==> src/rtl/spc_irq_pkg.sv <==
// Shared types and helpers for the SPC700 interrupt controller.
package spc_irq_pkg;

  typedef enum logic [1:0] {IDLE, ASSERT, HOLD} irq_state_e;

  localparam int          IRQ_NCH_DFLT      = 4;
  localparam logic [15:0] IRQ_VEC_BASE_DFLT = 16'hFFC0;
  // The slot just past the last channel vector is the spurious-ACK vector.
  localparam int          SPUR_OFS          = 2 * IRQ_NCH_DFLT;

  // Two-byte vector slots; 16-bit wrap is intentional.
  function automatic logic [15:0] vec_of(input logic [15:0] base, input int unsigned id);
    return base + 16'(2 * id);
  endfunction

endpackage

==> src/rtl/spc_irq_prio_enc.sv <==
// Lowest-index-wins priority encoder.
module spc_irq_prio_enc #(
  parameter int NCH = 4,
  parameter int IDW = 3
) (
  input  logic [NCH-1:0] req,
  output logic           valid,
  output logic [IDW-1:0] idx
);

  always_comb begin
    idx   = '0;
    valid = |req;
    for (int i = NCH - 1; i >= 0; i--)
      if (req[i]) idx = IDW'(i);
  end

endmodule

==> src/rtl/spc_irq_ctrl.sv <==
// Multi-channel fixed-priority interrupt controller in front of the SPC700 core.
// Define SPC_IRQ_NEST_EN for priority nesting; default is single-level service.
module spc_irq_ctrl
  import spc_irq_pkg::*;
#(
  parameter int          NCH      = IRQ_NCH_DFLT,
  parameter int          IDW      = 3,
  parameter logic [15:0] VEC_BASE = IRQ_VEC_BASE_DFLT
) (
  input  logic           clk,
  input  logic           rst,
  input  logic           en,
  input  logic [NCH-1:0] irq_src,
  input  logic [NCH-1:0] edge_mode,
  input  logic [NCH-1:0] mask,
  input  logic           ack,
  input  logic           eoi,
  input  logic [IDW-1:0] eoi_id,
  output logic           irq_n,
  output logic [15:0]    vec_addr,
  output logic [IDW-1:0] ack_id,
  output logic [NCH-1:0] pending,
  output logic [NCH-1:0] in_service
);

  localparam logic [15:0] VEC_SPUR = vec_of(VEC_BASE, NCH);

  irq_state_e     state, state_nx;
  logic [NCH-1:0] src_q, pend_edge, rise, ack_clr, is_set, eoi_clr, allow, elig;
  logic           win_vld, irq_n_nx;
  logic [IDW-1:0] win_idx, ack_id_nx;
  logic [15:0]    vec_nx;

  assign rise    = irq_src & ~src_q & edge_mode;
  assign pending = (edge_mode & pend_edge) | (~edge_mode & src_q);

`ifdef SPC_IRQ_NEST_EN
  logic           is_vld;
  logic [IDW-1:0] is_idx;

  spc_irq_prio_enc #(.NCH(NCH), .IDW(IDW)) u_is_enc (
    .req   (in_service),
    .valid (is_vld),
    .idx   (is_idx)
  );

  // Only strictly higher priority than the most urgent in-service channel may nest.
  always_comb begin
    allow = '0;
    for (int i = 0; i < NCH; i++)
      allow[i] = !is_vld || (IDW'(i) < is_idx);
  end
`else
  assign allow = {NCH{~|in_service}};
`endif

  assign elig = pending & ~mask & allow;

  spc_irq_prio_enc #(.NCH(NCH), .IDW(IDW)) u_win_enc (
    .req   (elig),
    .valid (win_vld),
    .idx   (win_idx)
  );

  // Out-of-range EOI_ID decodes to nothing.
  always_comb begin
    eoi_clr = '0;
    for (int i = 0; i < NCH; i++)
      if (eoi_id == IDW'(i)) eoi_clr[i] = en & eoi;
  end

  always_comb begin
    state_nx  = state;
    irq_n_nx  = irq_n;
    vec_nx    = vec_addr;
    ack_id_nx = ack_id;
    is_set    = '0;
    ack_clr   = '0;
    if (en) begin
      case (state)
        IDLE: begin
          irq_n_nx = 1'b1;
          if (win_vld) begin
            vec_nx   = vec_of(VEC_BASE, 32'(win_idx));
            irq_n_nx = 1'b0;
            state_nx = ASSERT;
          end
        end
        ASSERT: begin
          irq_n_nx = 1'b0;
          if (ack) begin
            irq_n_nx = 1'b1;
            state_nx = HOLD;
            if (win_vld) begin
              vec_nx           = vec_of(VEC_BASE, 32'(win_idx));
              ack_id_nx        = win_idx;
              is_set[win_idx]  = 1'b1;
              ack_clr[win_idx] = 1'b1;
            end else begin
              vec_nx = VEC_SPUR;
            end
          end else if (!win_vld) begin
            irq_n_nx = 1'b1;
            state_nx = IDLE;
          end else begin
            vec_nx = vec_of(VEC_BASE, 32'(win_idx));
          end
        end
        HOLD: begin
          irq_n_nx = 1'b1;
          state_nx = IDLE;
        end
        default: begin
          irq_n_nx = 1'b1;
          state_nx = IDLE;
        end
      endcase
    end
  end

  always_ff @(posedge clk) begin
    if (rst) begin
      state      <= IDLE;
      irq_n      <= 1'b1;
      vec_addr   <= VEC_SPUR;
      ack_id     <= '0;
      src_q      <= '0;
      pend_edge  <= '0;
      in_service <= '0;
    end else begin
      state      <= state_nx;
      irq_n      <= irq_n_nx;
      vec_addr   <= vec_nx;
      ack_id     <= ack_id_nx;
      src_q      <= irq_src;
      // A fresh edge beats a simultaneous ACK clear; an ACK set beats EOI.
      pend_edge  <= rise | (pend_edge & ~ack_clr);
      in_service <= (in_service & ~eoi_clr) | is_set;
    end
  end

endmodule

==> config.mk <==
export PLATFORM = sky130hd
export DESIGN_NAME = spc_irq_ctrl
export DESIGN_NICKNAME = d
export VERILOG_FILES = /design/src/rtl/spc_irq_pkg.sv /design/src/rtl/spc_irq_prio_enc.sv /design/src/rtl/spc_irq_ctrl.sv
export SDC_FILE = /design/constraint.sdc
export NUM_CORES = 1
export LEC_CHECK = 0
export CAP_MARGIN = 20
export CORE_ASPECT_RATIO = 0.75
export CORE_MARGIN = 10
export CORE_UTILIZATION = 43
export DETAILED_ROUTE_END_ITERATION = 10
export GPL_TIMING_DRIVEN = 1
export PLACE_DENSITY_LB_ADDON = 0.05
export SETUP_SLACK_MARGIN = 0.05
export SYNTH_ARGS = -nofsm -noshare
export SYNTH_HDL_FRONTEND = slang
export SYNTH_SLANG_ARGS = --single-unit
==> constraint.sdc <==
create_clock -name clk -period 2.5 [get_ports clk]
set_input_delay 0.5 -clock clk [delete_from_list [all_inputs] [get_ports clk]]
set_output_delay 0.5 -clock clk [all_outputs]
set_load 0.005 [all_outputs]
-- Word level (Yosys, flattened, before mapping)
Index checks and enable logic that the tools add are counted.
- flip-flop bits (word level): 34
- bits in latches: 0
- memory bits (writable): 0
- ROM bits: 0
- input bits: 20
- output and inout port bits: 28
- word-level logic and storage cells: 68
- memories kept: 0
- add/sub/neg operators: 1
- multipliers: 0
- div/mod/pow operators: 0
- $lt $le $gt $ge: 2
- eq/ne operators: 6
- shift-type cells: 0
- muxes and demuxes: 25
- bitwise gates (word level): 17
- reduce and logical (&&, ||, !) cells: 10
- operators with widths (cell ; count):
    $mux W16 ; 3
    $and A4 B4 Y4 ; 8
    $pmux W16 S2 ; 1
    $not A4 Y4 ; 5
    $mux W4 ; 4
    $mux W2 ; 7
    $or A4 B4 Y4 ; 3
    $add A7 B5 Y8 const A ; 1
    $reduce_or A4 Y1 ; 2
    $mux W1 ; 7
    $eq A3 B2 Y1 const B ; 2
    $pmux W2 S2 ; 1
    $reduce_and A4 Y1 ; 1
    $eq A3 B1 Y1 const B ; 1
    $ge A3 B1 Y1 const B ; 1
    $logic_not A3 Y1 ; 1
    $lt A3 B3 Y1 const B ; 1
    $ne A3 B3 Y1 const B ; 1
    $reduce_and A3 Y1 ; 1
    $demux W1 S2 ; 1
    $eq A2 B1 Y1 const B ; 1
    $logic_not A2 Y1 ; 1
    $ne A2 B2 Y1 const B ; 1
    $pmux W1 S2 ; 1
    other kinds (5) ; 5

-- Logic depth before layout (Yosys ltp)
- depth in word-level cells: 20
- depth in mapped cells: 6

-- By module
From an unflattened synthesis, not the netlist that was laid out.
- cell total of the unflattened synthesis: 131
- area, all modules: 1317.5 um^2
- modules (own cells, without submodules) (module ; instances ; cells an instance ; area each (um^2) ; seq. area each (um^2)):
    spc_irq_ctrl ; 1 ; 122 ; 1271.2 ; 680.7
    spc_irq_prio_enc ; 1 ; 9 ; 46.3 ; 0.0

-- Worst setup path before layout
OpenSTA, ideal clock, no wires.
- kind: register to register
- from: register in_service[0]
- to: register in_service[2]
- setup time: 0.070 ns
- arrival: 1.725 ns
- slack: 0.704 ns
- cell stages (with the launch flop): 6
- path buffers: 1
- path through: dfxtp_1 > or4_1 > buf_2 > a211o_1 > or4_1 > a21oi_1
- longest elaborated chain between the ends: 16
- elaborated cells on any way between the ends: 18
- RTL lines (element ; line ; text):
    start, declared ; spc_irq_ctrl.sv:23 ; output logic [NCH-1:0] in_service
    start signal, assigned ; spc_irq_ctrl.sv:138 ; in_service <= (in_service & ~eoi_clr) | is_set;
    $reduce_or A4 Y1 * ; spc_irq_ctrl.sv:54 ; assign allow = {NCH{~|in_service}};
    $logic_not A1 Y1 * ; spc_irq_ctrl.sv:54 ;
    $and A4 B4 Y4 * ; spc_irq_ctrl.sv:57 ; assign elig = pending & ~mask & allow;
    $mux W2 (4 in series) ; spc_irq_prio_enc.sv:15 ; if (req[i]) idx = IDW'(i);
    $ge A3 B1 Y1 (implied by the code) or $lt A3 B3 Y1 (tied branches) ; spc_irq_ctrl.sv:97 ; is_set[win_idx] = 1'b1;
    $logic_and A1 B1 Y1 (implied by the code) ; spc_irq_ctrl.sv:97 ;
    $mux W1 (implied by the code) ; spc_irq_ctrl.sv:97 ;
    $demux W1 S2 ; spc_irq_ctrl.sv:97 ;
    $mux W4 * ; spc_irq_ctrl.sv:94 ; if (win_vld) begin
    $mux W4 * ; spc_irq_ctrl.sv:91 ; if (ack) begin
    $mux W4 * ; spc_irq_ctrl.sv:80 ; case (state)
    $mux W4 * ; spc_irq_ctrl.sv:79 ; if (en) begin
    $or A4 B4 Y4 * ; spc_irq_ctrl.sv:138 ;
Every way passes the cells marked *; elsewhere a longest branch is shown, timed or not.
A chain may end at the register's enable or synchronous reset.

-- Worst setup path in the final report
- from: input port edge_mode[0]
- to: output port pending[0]
- longest elaborated chain between the ends: 3
- elaborated cells on any way between the ends: 4
- RTL lines (element ; line ; text):
    start, declared ; spc_irq_ctrl.sv:14 ; input logic [NCH-1:0] edge_mode,
    $not A4 Y4 ; spc_irq_ctrl.sv:35 ; assign pending = (edge_mode & pend_edge) | (~edge_mode & src_q);
    $and A4 B4 Y4 ; spc_irq_ctrl.sv:35 ;
    $or A4 B4 Y4 * ; spc_irq_ctrl.sv:35 ;
    end, declared ; spc_irq_ctrl.sv:22 ; output logic [NCH-1:0] pending,
Marks and branches as above.

==> flow_metrics.tcl <==
set metrics [dict create \
    design_power_total_mw 1.06 \
    finalSetupTns_ns 0 \
    start_kind "input pin" \
    hold_path_class "register to register" \
    syn_area_sq_um 1260 \
    wl_per_cell_um 16.2 \
    yosysUniqueCellTypes 30 \
    busiest_layer "met2" \
    synthFlopType "dfxtp_1" \
    hpwl_um 2710 \
    drv_cap 0 \
    die-area_sq_um 5520 \
    synth_cells 130 \
    place.gp.congestion 0.830 \
    status "finished clean" \
    max_freq_mhz 414 \
    p_leak_nw 0.730 \
    drc 0 \
    drt-initial-drc-count 74 \
    use_met2_pct 19.9 \
    period_share_pct 96.7 \
    antenna_found_initial 0 \
    setup_viol 0 \
    io_buffers 46 \
    grt_remaining_overflow 0 \
    hold_violations 0 \
    r2r.worst_path.cells 4 \
    synthArstFlopShare_pct 0 \
    cp_max_fo 3 \
    grt_max_degree 16 \
    num_vias 1164 \
    cts_buffers 5 \
    min_path_cells 1 \
    chipWidth_um 82.5 \
    clockBufferDepth 2 \
    die_y_um 66.9 \
    cts_tree "yes" \
    finalCoreUtilization_pct 69.2 \
    arrival_ns 1.92 \
    critPathBufInv 3 \
    syn2layout_area_growth_pct 48.5 \
    syn_nets 150 \
    coreArea_sq_um 2700 \
    critical_path_class "input pin to output port" \
    use_met3_pct 7.37 \
    routed_wl_um 3560 \
    final_cell_mix "46 x clkdlybuf4s50_1, 33 x dfxtp_1, 14 x nand3b_1" \
    crit_slowest_cell "clkdlybuf4s50_1" \
    maxSlewViolCount 0 \
    io_pins 48 \
    grt_usage_pct 13.3 \
    yosysSeqAreaShare_pct 52.4 \
    num_antenna_cells 0 \
    grt_use_met1_pct 14.7 \
    required_ns 2.00 \
    worstPathCellList "clkdlybuf4s50_1 -> mux2i_2 -> inv_1 -> clkdlybuf4s50_1" \
    post-place-ws_ns 0.0627 \
    min_period_ns 2.42 \
    fin_ws_ns 0.0821 \
    nNetsFinal 203 \
    clk_latency_ns 0.28 \
    htree_levels 2 \
    final_common_cell "clkdlybuf4s50_1" \
    grt_pass1_wl_um 5600 \
    max_stage_delay_ns 0.51 \
    detail-route-antenna-nets 0 \
    synth_edf_count 0 \
    firstDrtPassIters 4 \
    clkTransAtPathRegs_ns 0.06 \
    grt_pass1_vias 1185 \
    p_per_area_nw_per_um2 566 \
    start_util_pct 46.6 \
    clock_skew_ns 0.00394 \
    path_depth 4 \
    cts_root_buf "clkbuf_8" \
    viasPerCell 5.29 \
    cts_sinks 33 \
    drive_gt1_share_pct 8.15 \
    cpLargestDelayFamily "buffers and inverters" \
    syn_avg_cell_area_sq_um 9.69 \
    crit_top_cell "clkdlybuf4s50_1" \
    peakVddDrop_mv 0.351 \
    end_kind "output port" \
    grt_setup_unrepaired "true" \
    yosysWarnings 0 \
    synth-seq-cells 33 \
    rows 16 \
    hold_buffers 0 \
]
[worst reg2reg max path: stages (launching register included)]
cell and delay [ns]:
dfxtp_1 0.33, or4_1 0.65, a211o_1 0.34, or4_1 0.41
a21oi_1 0.15
[per-layer routing]
| metal | share of wire [%] | up-vias | wire length (um) |
|---|---|---|---|
| li1 | - | 564 | - |
| met1 | 43 | 545 | 1540 |
| met2 | 43 | 43 | 1520 |
| met3 | 11 | 12 | 389 |
| met4 | 3.2 | 0 | 114 |
| met5 | 0 | - | 0 |
[per-stage QoR]
stage          cells  cell area (sq um)  hold slack (ns)
2_1_floorplan    130               1260            0.434
3_3_place_gp     212               1780            0.426
3_5_place_dp     212               1780            0.428
4_1_cts          220               1860            0.446
5_1_grt          220               1870            0.467
6_report         220               1870            0.443
[cell families (layout without fill, tap and decap cells)]
logic type | count (synthesis) | after routing | synth area share, %
compound gates | 29 | 29 | 14.5
flops | 33 | 33 | 52.4
buf+inv | 14 | 68 | 4.57
other cells | 1 | 1 | 0.298
mux | 6 | 6 | 4.77
simple gates | 47 | 47 | 23.4
[flip-flops by register name, summed over array words and instances, names as in the netlist]
signal      cells
in_service      4
state           2
src_q           4
irq_n           1
ack_id          2
vec_addr       16
pend_edge       4
[power by group]
| group | internal, mW | switching (mW) | total [mW] |
|---|---|---|---|
| sequential | 0.540 | 0.00758 | 0.548 |
| combinational | 0.0728 | 0.0601 | 0.133 |
| clock | 0.197 | 0.180 | 0.378 |
| total | 0.810 | 0.248 | 1.06 |
[layout make-up]
| class | instances | area [sq um] |
|---|---|---|
| repair buffers | 52 | 505 |
| clock buffers | 8 | 80.1 |
| inverters | 8 | 30.0 |
| fillers | 237 | 832 |
| flip-flops and latches | 33 | 661 |
| well taps | 36 | 45.0 |
| multi-input cells | 83 | 549 |
[Yosys cell counts (2+ instances only)]
library cell  count  area, sq um
nand3b_1         14          105
and3_1            3         18.8
nand4b_1          2         17.5
nand2b_1          5         31.3
o22ai_1           2         12.5
nor2_1            5         18.8
clkbuf_1          4         15.0
a211oi_1          4         30.0
nor2b_1           6         37.5
o21ai_0           6         30.0
or4_1             2         15.0
or2_2             2         12.5
dfxtp_1          33          661
inv_1             8         30.0
a21oi_1           9         45.0
nand2_1           6         22.5
mux2i_1           6         60.1
[timing repair]
item,in CTS,in global routing
resized for setup,0,2
buffers inserted,0,0
setup endpoints to repair,0,2
[path summary, 6_finish.rpt]
| kind | start | to | slack, ns |
|---|---|---|---|
| max | edge_mode[0] | pending[0] | 0.08 |
| min | vec_addr[7] | vec_addr[7] | 0.44 |
| max reg2reg | in_service[0] | in_service[2] | 0.56 |
| min reg2reg | vec_addr[7] | vec_addr[7] | 0.44 |
Note: power is estimated with default switching activity, not from simulation.
